--- src/rtl/mem_arbiter_pkg.sv ---
// mem_arbiter_pkg: shared types for the memory arbiter (package mem_arbiter_wires)
package mem_arbiter_wires;

    typedef enum logic [1:0] {IDLE, BUSY_I, BUSY_D} state_type;

    typedef struct packed {
        logic        mem_valid;
        logic        mem_fence;
        logic        mem_instr;
        logic [31:0] mem_addr;
        logic [31:0] mem_wdata;
        logic [3:0]  mem_wstrb;
    } mem_in_type;

    typedef struct packed {
        logic        mem_ready;
        logic [31:0] mem_rdata;
    } mem_out_type;

    typedef struct packed {
        logic        valid;
        logic        fence;
        logic        instr;
        logic [31:0] addr;
        logic [31:0] wdata;
        logic [3:0]  wstrb;
    } pend_type;

    localparam pend_type init_pend = '0;

    function automatic pend_type to_pend(input mem_in_type m);
        return '{valid: m.mem_valid, fence: m.mem_fence, instr: m.mem_instr,
                 addr: m.mem_addr, wdata: m.mem_wdata, wstrb: m.mem_wstrb};
    endfunction

    function automatic mem_in_type to_mem(input pend_type p);
        return '{mem_valid: p.valid, mem_fence: p.fence, mem_instr: p.instr,
                 mem_addr: p.addr, mem_wdata: p.wdata, mem_wstrb: p.wstrb};
    endfunction

endpackage

--- src/rtl/mem_arbiter_if.sv ---
// mem_arbiter_if: one memory port (request + response) with master/slave views
interface mem_arbiter_if;
    mem_arbiter_wires::mem_in_type  mem_in;
    mem_arbiter_wires::mem_out_type mem_out;
    modport master (output mem_in, input mem_out);
    modport slave  (input mem_in, output mem_out);
endinterface

--- src/rtl/mem_arbiter_pend.sv ---
// mem_arbiter_pend: per-master capture register holding the request until it completes
module mem_arbiter_pend
    import mem_arbiter_wires::*;
(
    input  logic       clk,
    input  logic       rst,
    input  logic       req,
    input  logic       clr,
    input  mem_in_type d,
    output pend_type   q
);

    // a new capture wins over the clear of the request just completed
    always_ff @(posedge clk or negedge rst) begin
        if (!rst) q <= init_pend;
        else if (req) q <= to_pend(d);
        else if (clr) q <= init_pend;
    end

endmodule

--- src/rtl/mem_arbiter.sv ---
// mem_arbiter: merges instruction and data TIM memory ports onto one external port; MEM_ARBITER_RR_EN selects round-robin
module mem_arbiter
    import mem_arbiter_wires::*;
#(
    parameter logic dprio = 1'b1
) (
    input  logic          rst,
    input  logic          clk,
    mem_arbiter_if.slave  imem,
    mem_arbiter_if.slave  dmem,
    mem_arbiter_if.master mem
);

    state_type  state, state_nx;
    pend_type   pend_i, pend_d;
    mem_in_type src_i, src_d, mem_q, mem_nx;
    logic done_i, done_d, live_i, live_d, req_i, req_d, cand_i, cand_d, issue, pick_d;

    assign done_i = (state == BUSY_I) & mem.mem_out.mem_ready;
    assign done_d = (state == BUSY_D) & mem.mem_out.mem_ready;
    // a capture is still outstanding unless it is the one completing this cycle
    assign live_i = pend_i.valid & ~done_i;
    assign live_d = pend_d.valid & ~done_d;
    // the owner's valid in its ready cycle is already the next request
    assign req_i  = imem.mem_in.mem_valid & (~pend_i.valid | done_i);
    assign req_d  = dmem.mem_in.mem_valid & (~pend_d.valid | done_d);
    assign cand_i = live_i | req_i;
    assign cand_d = live_d | req_d;
    assign src_i  = live_i ? to_mem(pend_i) : imem.mem_in;
    assign src_d  = live_d ? to_mem(pend_d) : dmem.mem_in;
    assign issue  = ((state == IDLE) | done_i | done_d) & (cand_i | cand_d);

`ifdef MEM_ARBITER_RR_EN
    logic rr, last_d;
    assign last_d = done_d | (~done_i & rr);
    assign pick_d = cand_d & (~cand_i | ~last_d);
    // remember which port was served last so a tie goes to the other one
    always_ff @(posedge clk or negedge rst) begin
        if (!rst) rr <= 1'b0;
        else if (done_i | done_d) rr <= done_d;
    end
`else
    assign pick_d = cand_d & (~cand_i | dprio);
`endif

    mem_arbiter_pend u_pend_i (.clk(clk), .rst(rst), .req(req_i), .clr(done_i), .d(imem.mem_in), .q(pend_i));
    mem_arbiter_pend u_pend_d (.clk(clk), .rst(rst), .req(req_d), .clr(done_d), .d(dmem.mem_in), .q(pend_d));

    // grant decision; the issued request pulses valid for one cycle and holds its fields
    always_comb begin
        state_nx = state;
        mem_nx = mem_q;
        mem_nx.mem_valid = 1'b0;
        if (issue) begin
            state_nx = pick_d ? BUSY_D : BUSY_I;
            mem_nx = pick_d ? src_d : src_i;
            mem_nx.mem_valid = 1'b1;
        end else if (done_i | done_d) begin
            state_nx = IDLE;
        end
    end

    // state and external request register
    always_ff @(posedge clk or negedge rst) begin
        if (!rst) begin
            state <= IDLE;
            mem_q <= '0;
        end else begin
            state <= state_nx;
            mem_q <= mem_nx;
        end
    end

    assign mem.mem_in = mem_q;
    assign imem.mem_out = '{mem_ready: done_i, mem_rdata: done_i ? mem.mem_out.mem_rdata : 32'h0};
    assign dmem.mem_out = '{mem_ready: done_d, mem_rdata: done_d ? mem.mem_out.mem_rdata : 32'h0};

endmodule

--- src/flat_wrapper.sv ---
// flat-port wrapper written by rule: the top's interface ports become plain ports
module mem_arbiter_flat import mem_arbiter_wires::*;
#(
    parameter logic dprio = 1'b1
)
  (rst, clk, imem_mem_in, imem_mem_out, dmem_mem_in, dmem_mem_out, mem_mem_in, mem_mem_out);
  mem_arbiter_if imem_i ();
  mem_arbiter_if dmem_i ();
  mem_arbiter_if mem_i ();
  input  logic rst;
  input  logic clk;
  input wire logic [$bits(imem_i.mem_in)-1:0] imem_mem_in;
  output wire logic [$bits(imem_i.mem_out)-1:0] imem_mem_out;
  input wire logic [$bits(dmem_i.mem_in)-1:0] dmem_mem_in;
  output wire logic [$bits(dmem_i.mem_out)-1:0] dmem_mem_out;
  output wire logic [$bits(mem_i.mem_in)-1:0] mem_mem_in;
  input wire logic [$bits(mem_i.mem_out)-1:0] mem_mem_out;
  assign imem_i.mem_in = imem_mem_in;
  assign imem_mem_out = imem_i.mem_out;
  assign dmem_i.mem_in = dmem_mem_in;
  assign dmem_mem_out = dmem_i.mem_out;
  assign mem_mem_in = mem_i.mem_in;
  assign mem_i.mem_out = mem_mem_out;
  mem_arbiter #(.dprio(dprio)) u_core (.rst(rst), .clk(clk), .imem(imem_i), .dmem(dmem_i), .mem(mem_i));
endmodule
--- config.mk ---
export PLATFORM = sky130hd
export DESIGN_NAME = mem_arbiter_flat
export DESIGN_NICKNAME = d
export VERILOG_FILES = /design/src/rtl/mem_arbiter_pkg.sv /design/src/rtl/mem_arbiter_if.sv /design/src/rtl/mem_arbiter_pend.sv /design/src/rtl/mem_arbiter.sv /design/src/flat_wrapper.sv
export SDC_FILE = /design/constraint.sdc
export NUM_CORES = 1
export LEC_CHECK = 0
export CAP_MARGIN = 15
export CORE_MARGIN = 2
export CORE_UTILIZATION = 44
export CTS_CLUSTER_DIAMETER = 100
export DETAILED_ROUTE_END_ITERATION = 6
export PLACE_DENSITY = 0.85
export SLEW_MARGIN = 0
export SYNTH_ARGS = -nofsm -noshare
export SYNTH_HDL_FRONTEND = slang
export SYNTH_SLANG_ARGS = --single-unit
--- constraint.sdc ---
create_clock -name clk -period 2.12 [get_ports clk]
set_input_delay 0.424 -clock clk [delete_from_list [all_inputs] [get_ports clk]]
set_output_delay 0.424 -clock clk [all_outputs]
set_load 0.01 [all_outputs]
==> results by group, run 1 <==
Yosys
  • Warnings, synthesis: 0
  • Yosys top cell by area: dfrtp_1
  • Synthesized flop and latch total: roughly 220
  • Main synth FF type: dfrtp_1
  • Synth top cells by count: a21oi_1 (215), dfrtp_1 (215), o21ai_0 (141), nand2_1 (140), clkbuf_1 (74)
  • Area contributors post-synth: dfrtp_1 (50%), a21oi_1 (10%), o21ai_0 (6.5%)
  • Register area share after synthesis: about half
  • Mean area per synthesized cell: ~8.9 µm²
  • Synth unique cells: 26
  • Cells after Synth: between 1000 and 1500
  • Syn Std Cell Area: around 11000 µm²
  • Syn_nets: about 1400
  • Async SR Flop Fraction: 100%
  • Post-synth top area share: between 40 and 50%
  • EDFF count, synth: 0

STA
  • Tcrit/Tclk final: 107%
  • Worst Tran Pin Value: 524 ps
  • Slew Limit Fails: 0
  • Worst relative slew slack: roughly two thirds
  • RSZ-0062 raised after global routing: yes
  • Post-layout minimum cycle time: 2280 ps
  • # setup viols final: 59
  • Final hold vios: 0
  • Clock skew: 10.8 ps
  • Setup ws final: -156 ps
  • Max frequency: roughly 440 MHz

Clock network
  • H-Tree Depth: 1
  • CTS buffer count: 24
  • CTS tree: done
  • Clk_lat worst skew: about 510 ps
  • Sink Count: 215
  • Clock buffer depth: 3
  • CTS root buffer: clkbuf_16
  • Clock-pin slew on the worst setup and hold paths: about 60 ps

Setup path
  • Arrival time worst endpoint: about 1900 ps
  • CP required: between 1500 and 2000 ps
  • Worst R2R Start: u_core.state[1]
  • Critical path type: reg -> out
  • Crit Path Max Fanout: 6
  • CP Launch Type: flip-flop
  • CP startpoint: u_core.state[1]
  • Crit end category: output port

Die
  • # IOs: approximately 310
  • # rows: 57
  • Core Region: ~24000 µm²
  • Die H: ~160 µm
  • Starting Density: approximately 45%
  • Die W: about 160 µm
  • Die Area: approximately 26000 µm²

Layout
  • Layout cell share with drive strength beyond 1: between 15 and 20%
  • Final Util: between 60% and 70%
  • Final #Nets: 1676
  • Antenna cells: 0
  • Area Growth Syn to Fin: 48.0%
  • Design Area, Final: 16000 µm²

Power and ir drop
  • Net Sw Frac: approximately a third
  • Sequential power share: 36.8%
  • VDD IR max: roughly 650 µV
  • Cell-internal power: approximately 13 mW
  • Leakage: approximately 6.6 nW
  • Pwr Density: around 1200 nW/µm²
  • Switching Power: 6.54 mW
  • Combinational Power Share: between 40% and 50%
  • Clock share of power: about a quarter

Placed design
  • DP HPWL: between 20 and 25 mm
  • GPL Wtd Cong: around 0.82
  • Placed Area: between 10000 and 15000 µm²
  • Port Buffer Count: around 310

GRT
  • Initial antenna violation count: 0
  • Grt total ovfl: 0
  • Largest net degree at the start of global routing: 74
  • Gr usage total: a little under a third
  • Number of global-route vias before repair: around 11000
  • First-pass GRT wire length: between 60 and 70 mm

Hold path
  • Hold Path Origin: mem_mem_out[32]
  • Min-delay worst type: in -> reg

Route
  • Pre-antenna DRT Iters: 6
  • Iter 0 DRT Violations: 1342
  • Avg Vias per Cell: roughly 6.3
  • Remaining DRCs: 0
  • Routed WL per cell: around 22 µm
  • Via count: 11567
  • Final WL: 40.6 mm
  • Routed Antenna Nets: 0

Run
  • Max-cap violations: 0

Status
  • Status: finished, violations left
  • Failing checks: negative setup slack
-- area by class of cell --
class	instances	area [µm²]
fillers	1794	8250
inverters	7	33.8
clock buffers	33	686
clock inverters	10	163
multi-input cells	854	5030
well taps	324	405
flip-flops and latches	215	5380
repair buffers	397	4300
-- registers in the layout (all words and copies together), names as in the netlist --
signal / flops
u_core.mem.mem_in: 71
u_core.state: 2
u_core.u_pend_d.q: 71
u_core.u_pend_i.q: 71
-- cell families (layout without fill, tap and decap cells) --
kind of cell,after synthesis,after routing,synth area share (%)
compound gates,502,502,29.1
buf+inv,142,447,5.60
flops,215,215,49.8
simple gates,352,352,15.6
-- routing by layer --
| metal | GRT usage (%) | part of all wire [%] | vias to the layer above |
|---|---|---|---|
| met2 | 48.3 | 46 | 881 |
| li1 | - | - | 4989 |
| met4 | 11.5 | 3.5 | 0 |
| met1 | 42.7 | 39 | 5563 |
| met5 | 0 | 0 | - |
| met3 | 5.55 | 11 | 134 |
-- worst paths after layout --
path                       cells past startpoint               endpoint  slack [ps]
setup / recovery                               7        imem_mem_out[4]        -160
hold / removal                                 2        u_core.state[1]         260
setup reg to reg                               9  u_core.mem.mem_in[39]         -30
hold reg to reg                                1  u_core.mem.mem_in[43]         490
max in group asynchronous                      3   u_core.mem.mem_in[1]         960
min in group asynchronous                      2  u_core.mem.mem_in[43]         450
-- metrics by stage --
stage	TNS (ps)	setup WS (ps)	instances	hold WS (ps)	total power [mW]
after floorplan	0	206	1211	128	10.8
after global placement	-57090	-349	1766	401	14.0
after detailed placement	-65440	-398	1766	403	14.4
after CTS	-6460	-192	1839	468	19.1
after global routing	-7650	-211	1840	304	20.3
final	-4730	-156	1840	258	19.3
-- repair_timing --
item | CTS | global route
hold buffers | 1 | 0
endpoints found under the hold margin | 54 | 0
resized for setup | 333 | 72
cloned | 8 | 1
pin swaps | 21 | 8
setup buffers | 21 | 7
endpoints found under the setup margin | 66 | 126
-- cell usage in the layout, fill, tap and decap left out, types with 2 or more instances in the layout --
cell,synthesis,routed
and2_1,64,10
dfrtp_1,215,214
clkdlybuf4s50_1,0,244
buf_6,0,70
a21oi_4,0,4
nand3b_1,2,2
buf_12,0,31
clkbuf_1,74,5
clkbuf_8,0,3
clkinv_4,0,2
nand2_1,140,140
o32a_1,70,70
buf_2,49,10
bufinv_16,0,4
a22o_1,70,70
and2_4,0,54
buf_16,0,3
clkbuf_16,0,25
buf_4,2,32
clkbuf_2,3,2
nor3_1,71,71
nand3_1,70,70
a21oi_1,215,212
inv_2,3,2
clkinv_2,0,3
nand2b_1,2,2
buf_8,0,3
inv_1,4,3
o21ai_0,141,141
-- power groups by stage --
stage                     sequential, mW  combinational [mW]  clock (mW)
final                               7.10                7.71        4.49
after global routing                7.26                8.33        4.69
after CTS                           7.03                7.60        4.51
after detailed placement            7.05                7.34           0
after global placement              6.98                7.06           0
after floorplan                     7.10                3.73           0
-- critical path, stage by stage (launching register included) --
cell,delay (ps)
dfrtp_1,410
nand3b_1,230
inv_4,130
buf_12,120
buf_12,120
buf_12,100
and2_4,130
buf_6,90
No activity file was read; power rests on OpenSTA's default activity.
==> run 2, diff against run 1 <==
Settings changed: CORE_MARGIN 2 to default, SYNTH_HIERARCHICAL from default to 1.
==> results by group, run 2 <==
Placed design
  • Port Buffer Count: between 300 and 400
  • Place WS: -376 ps
  • Placed Area: about 14000 µm²
  • GPL Wtd Cong: roughly 0.86
  • DP HPWL: about 26 mm

Setup path
  • CP required: 1700 ps
  • CP Launch Type: flip-flop
  • Crit Path Max Fanout: 8
  • Critical path type: reg -> out
  • Crit end category: output port
  • Arrival time worst endpoint: 1790 ps

Yosys
  • Yosys top cell by area: dfrtp_1
  • Synth top cells by count: dfrtp_1 (215), a21oi_1 (144), a22o_1 (142), nand3_1 (140), o21ai_0 (140)
  • Post-synth top area share: approximately half
  • Syn Std Cell Area: approximately 11000 µm²
  • Cells after Synth: 1073
  • Mean area per synthesized cell: ~10 µm²
  • Synth unique cells: 25
  • Async SR Flop Fraction: 100%
  • Warnings, synthesis: 6
  • EDFF count, synth: 0
  • Area contributors post-synth: dfrtp_1 (50%), a22o_1 (12%), a21oi_1 (6.8%)
  • Most numerous cell in the Yosys netlist: dfrtp_1
  • Main synth FF type: dfrtp_1
  • Register area share after synthesis: between 50% and 60%
  • Syn_nets: 1250
  • Synthesized flop and latch total: around 220

Die
  • # IOs: around 310
  • Starting Density: 45.2%
  • Die Area: 24900 µm²
  • Core Region: 23600 µm²
  • Die H: around 160 µm
  • Die W: between 150 and 200 µm
  • # rows: 56

GRT
  • Number of global-route vias before repair: about 11000
  • Initial antenna violation count: 6
  • Largest net degree at the start of global routing: 72
  • First-pass GRT wire length: 61.7 mm
  • Gr usage total: roughly 32%
  • Grt total ovfl: 0

STA
  • Worst Tran Pin Value: about 650 ps
  • Setup TNS: -2270 ps
  • RSZ-0062 raised after global routing: yes
  • Clock skew: roughly 9.0 ps
  • Setup ws final: -96.7 ps
  • Final hold vios: 0
  • Worst relative slew slack: a little under three fifths
  • Max frequency: around 450 MHz
  • Slew Limit Fails: 0
  • Tcrit/Tclk final: 105%
  • Post-layout minimum cycle time: around 2200 ps
  • # setup viols final: 48

Route
  • Final WL: 41.4 mm
  • Routed WL per cell: about 24 µm
  • Via count: around 11000
  • Iter 0 DRT Violations: approximately 1400
  • Pre-antenna DRT Iters: 6
  • Routed Antenna Nets: 0
  • Avg Vias per Cell: between 6 and 7
  • Remaining DRCs: 0

Hold path
  • Min-delay worst type: in -> reg

Run
  • Max-cap violations: 0

Clock network
  • Clock buffer depth: 3
  • H-Tree Depth: 1
  • Sink Count: 215
  • CTS root buffer: clkbuf_16
  • Clk_lat worst skew: 520 ps
  • CTS buffer count: 24
  • Clock-pin slew on the worst setup and hold paths: around 60 ps
  • CTS tree: done

Layout
  • Final #Nets: roughly 1500
  • Layout cell share with drive strength beyond 1: between 10% and 20%
  • Most common cell after layout, fill and taps aside: clkdlybuf4s50_1
  • Area Growth Syn to Fin: 44.3%
  • Most frequent cells in the layout: clkdlybuf4s50_1 (244), dfrtp_1 (212), a22o_1 (142)
  • Fillers: between 1500 and 2000
  • Design Area, Final: between 15000 and 20000 µm²
  • Final Util: between 60% and 70%

Status
  • Status: finished, violations left
  • Failing checks: negative setup slack

Power and ir drop
  • Leakage: between 6 and 7 nW
  • VDD IR max: 912 µV
  • Pwr Density: about 1400 nW/µm²
==> run 2: cell count changes after synthesis, moves of 3 or more <==
cell	previous run	this run
nand2_1	140	2
buf_6	0	12
buf_4	2	6
clkbuf_1	74	86
and2_1	64	34
nand3_1	70	140
a22o_1	70	142
clkbuf_2	3	0
nor3_1	71	0
inv_2	3	0
buf_1	7	1
and3_1	0	32
a21oi_1	215	144
buf_2	49	29
==> run 2: cell families after synthesis <==
family                 after synthesis  synth area share, %
AOI/OAI and AO/OA                  501                 32.0
buffers and inverters              140                 6.32
DFF                                215                 50.4
and+or+nand+nor                    217                 11.3
==> run 2: metal layers <==
metal / global-route usage (%) / wire length, µm
met3: 6.52 / 3980
met4: 20.0 / 2200
met1: 40.9 / 15400
met5: 0 / 0
met2: 51.1 / 19900
==> run 2: worst max-delay path: stages, from the launching register on <==
cell and delay (ps):
dfrtp_2 430, buf_6 130, nand3b_1 140, inv_4 110
clkbuf_16 180, and2_1 150, buf_2 130
==> run 2: power breakdown <==
part	total, mW	switching [mW]	internal (mW)
Combinational	10.3	5.36	4.97
Clock	4.26	1.69	2.56
Sequential	7.36	1.29	6.07
Total	21.9	8.34	13.6
==> run 2: metrics by stage <==
| step | total power [mW] | hold WS [ps] | std cells |
|---|---|---|---|
| floorplan | 12.6 | 128 | 1073 |
| global placement | 16.6 | 434 | 1639 |
| detailed placement | 17.0 | 432 | 1639 |
| CTS | 21.6 | 389 | 1701 |
| global route | 22.9 | 419 | 1712 |
| finish | 21.9 | 409 | 1713 |
==> run 2: timing repair <==
item                       CTS  global route
gates resized for setup    292            50
cloned                       6             3
pin swaps                    8             5
hold buffers                 1             0
setup endpoints to repair   66           145
setup buffers               13             6
hold endpoints to repair    60             0
==> run 2: final cells by class <==
type / instances / area, µm² / area share (%)
timing repair buffer: 404 / 4010 / 26.1
multi-input combinational: 720 / 4770 / 30.9
clock buffer: 35 / 672 / 4.36
clock inverter: 7 / 125 / 0.812
sequential: 215 / 5380 / 35.0
tap: 319 / 399 / 2.59
antenna: 7 / 17.5 / 0.114
inverter: 6 / 25.0 / 0.162
==> run 2: path summary, 6_finish.rpt <==
kind,cells after the start,to,startpoint,slack [ps]
min in group asynchronous,2,u_core/u_pend_d/q[21],rst,450
min,4,u_core/state[1],dmem_mem_in[70],410
max in group asynchronous,3,u_core/u_pend_d/q[67],rst,1030
min reg2reg,1,u_core/mem.mem_in[9],u_core/mem.mem_in[9],500
max reg2reg,8,u_core/mem.mem_in[69],u_core/state[0],0
max,6,imem_mem_out[13],u_core/state[0],-100
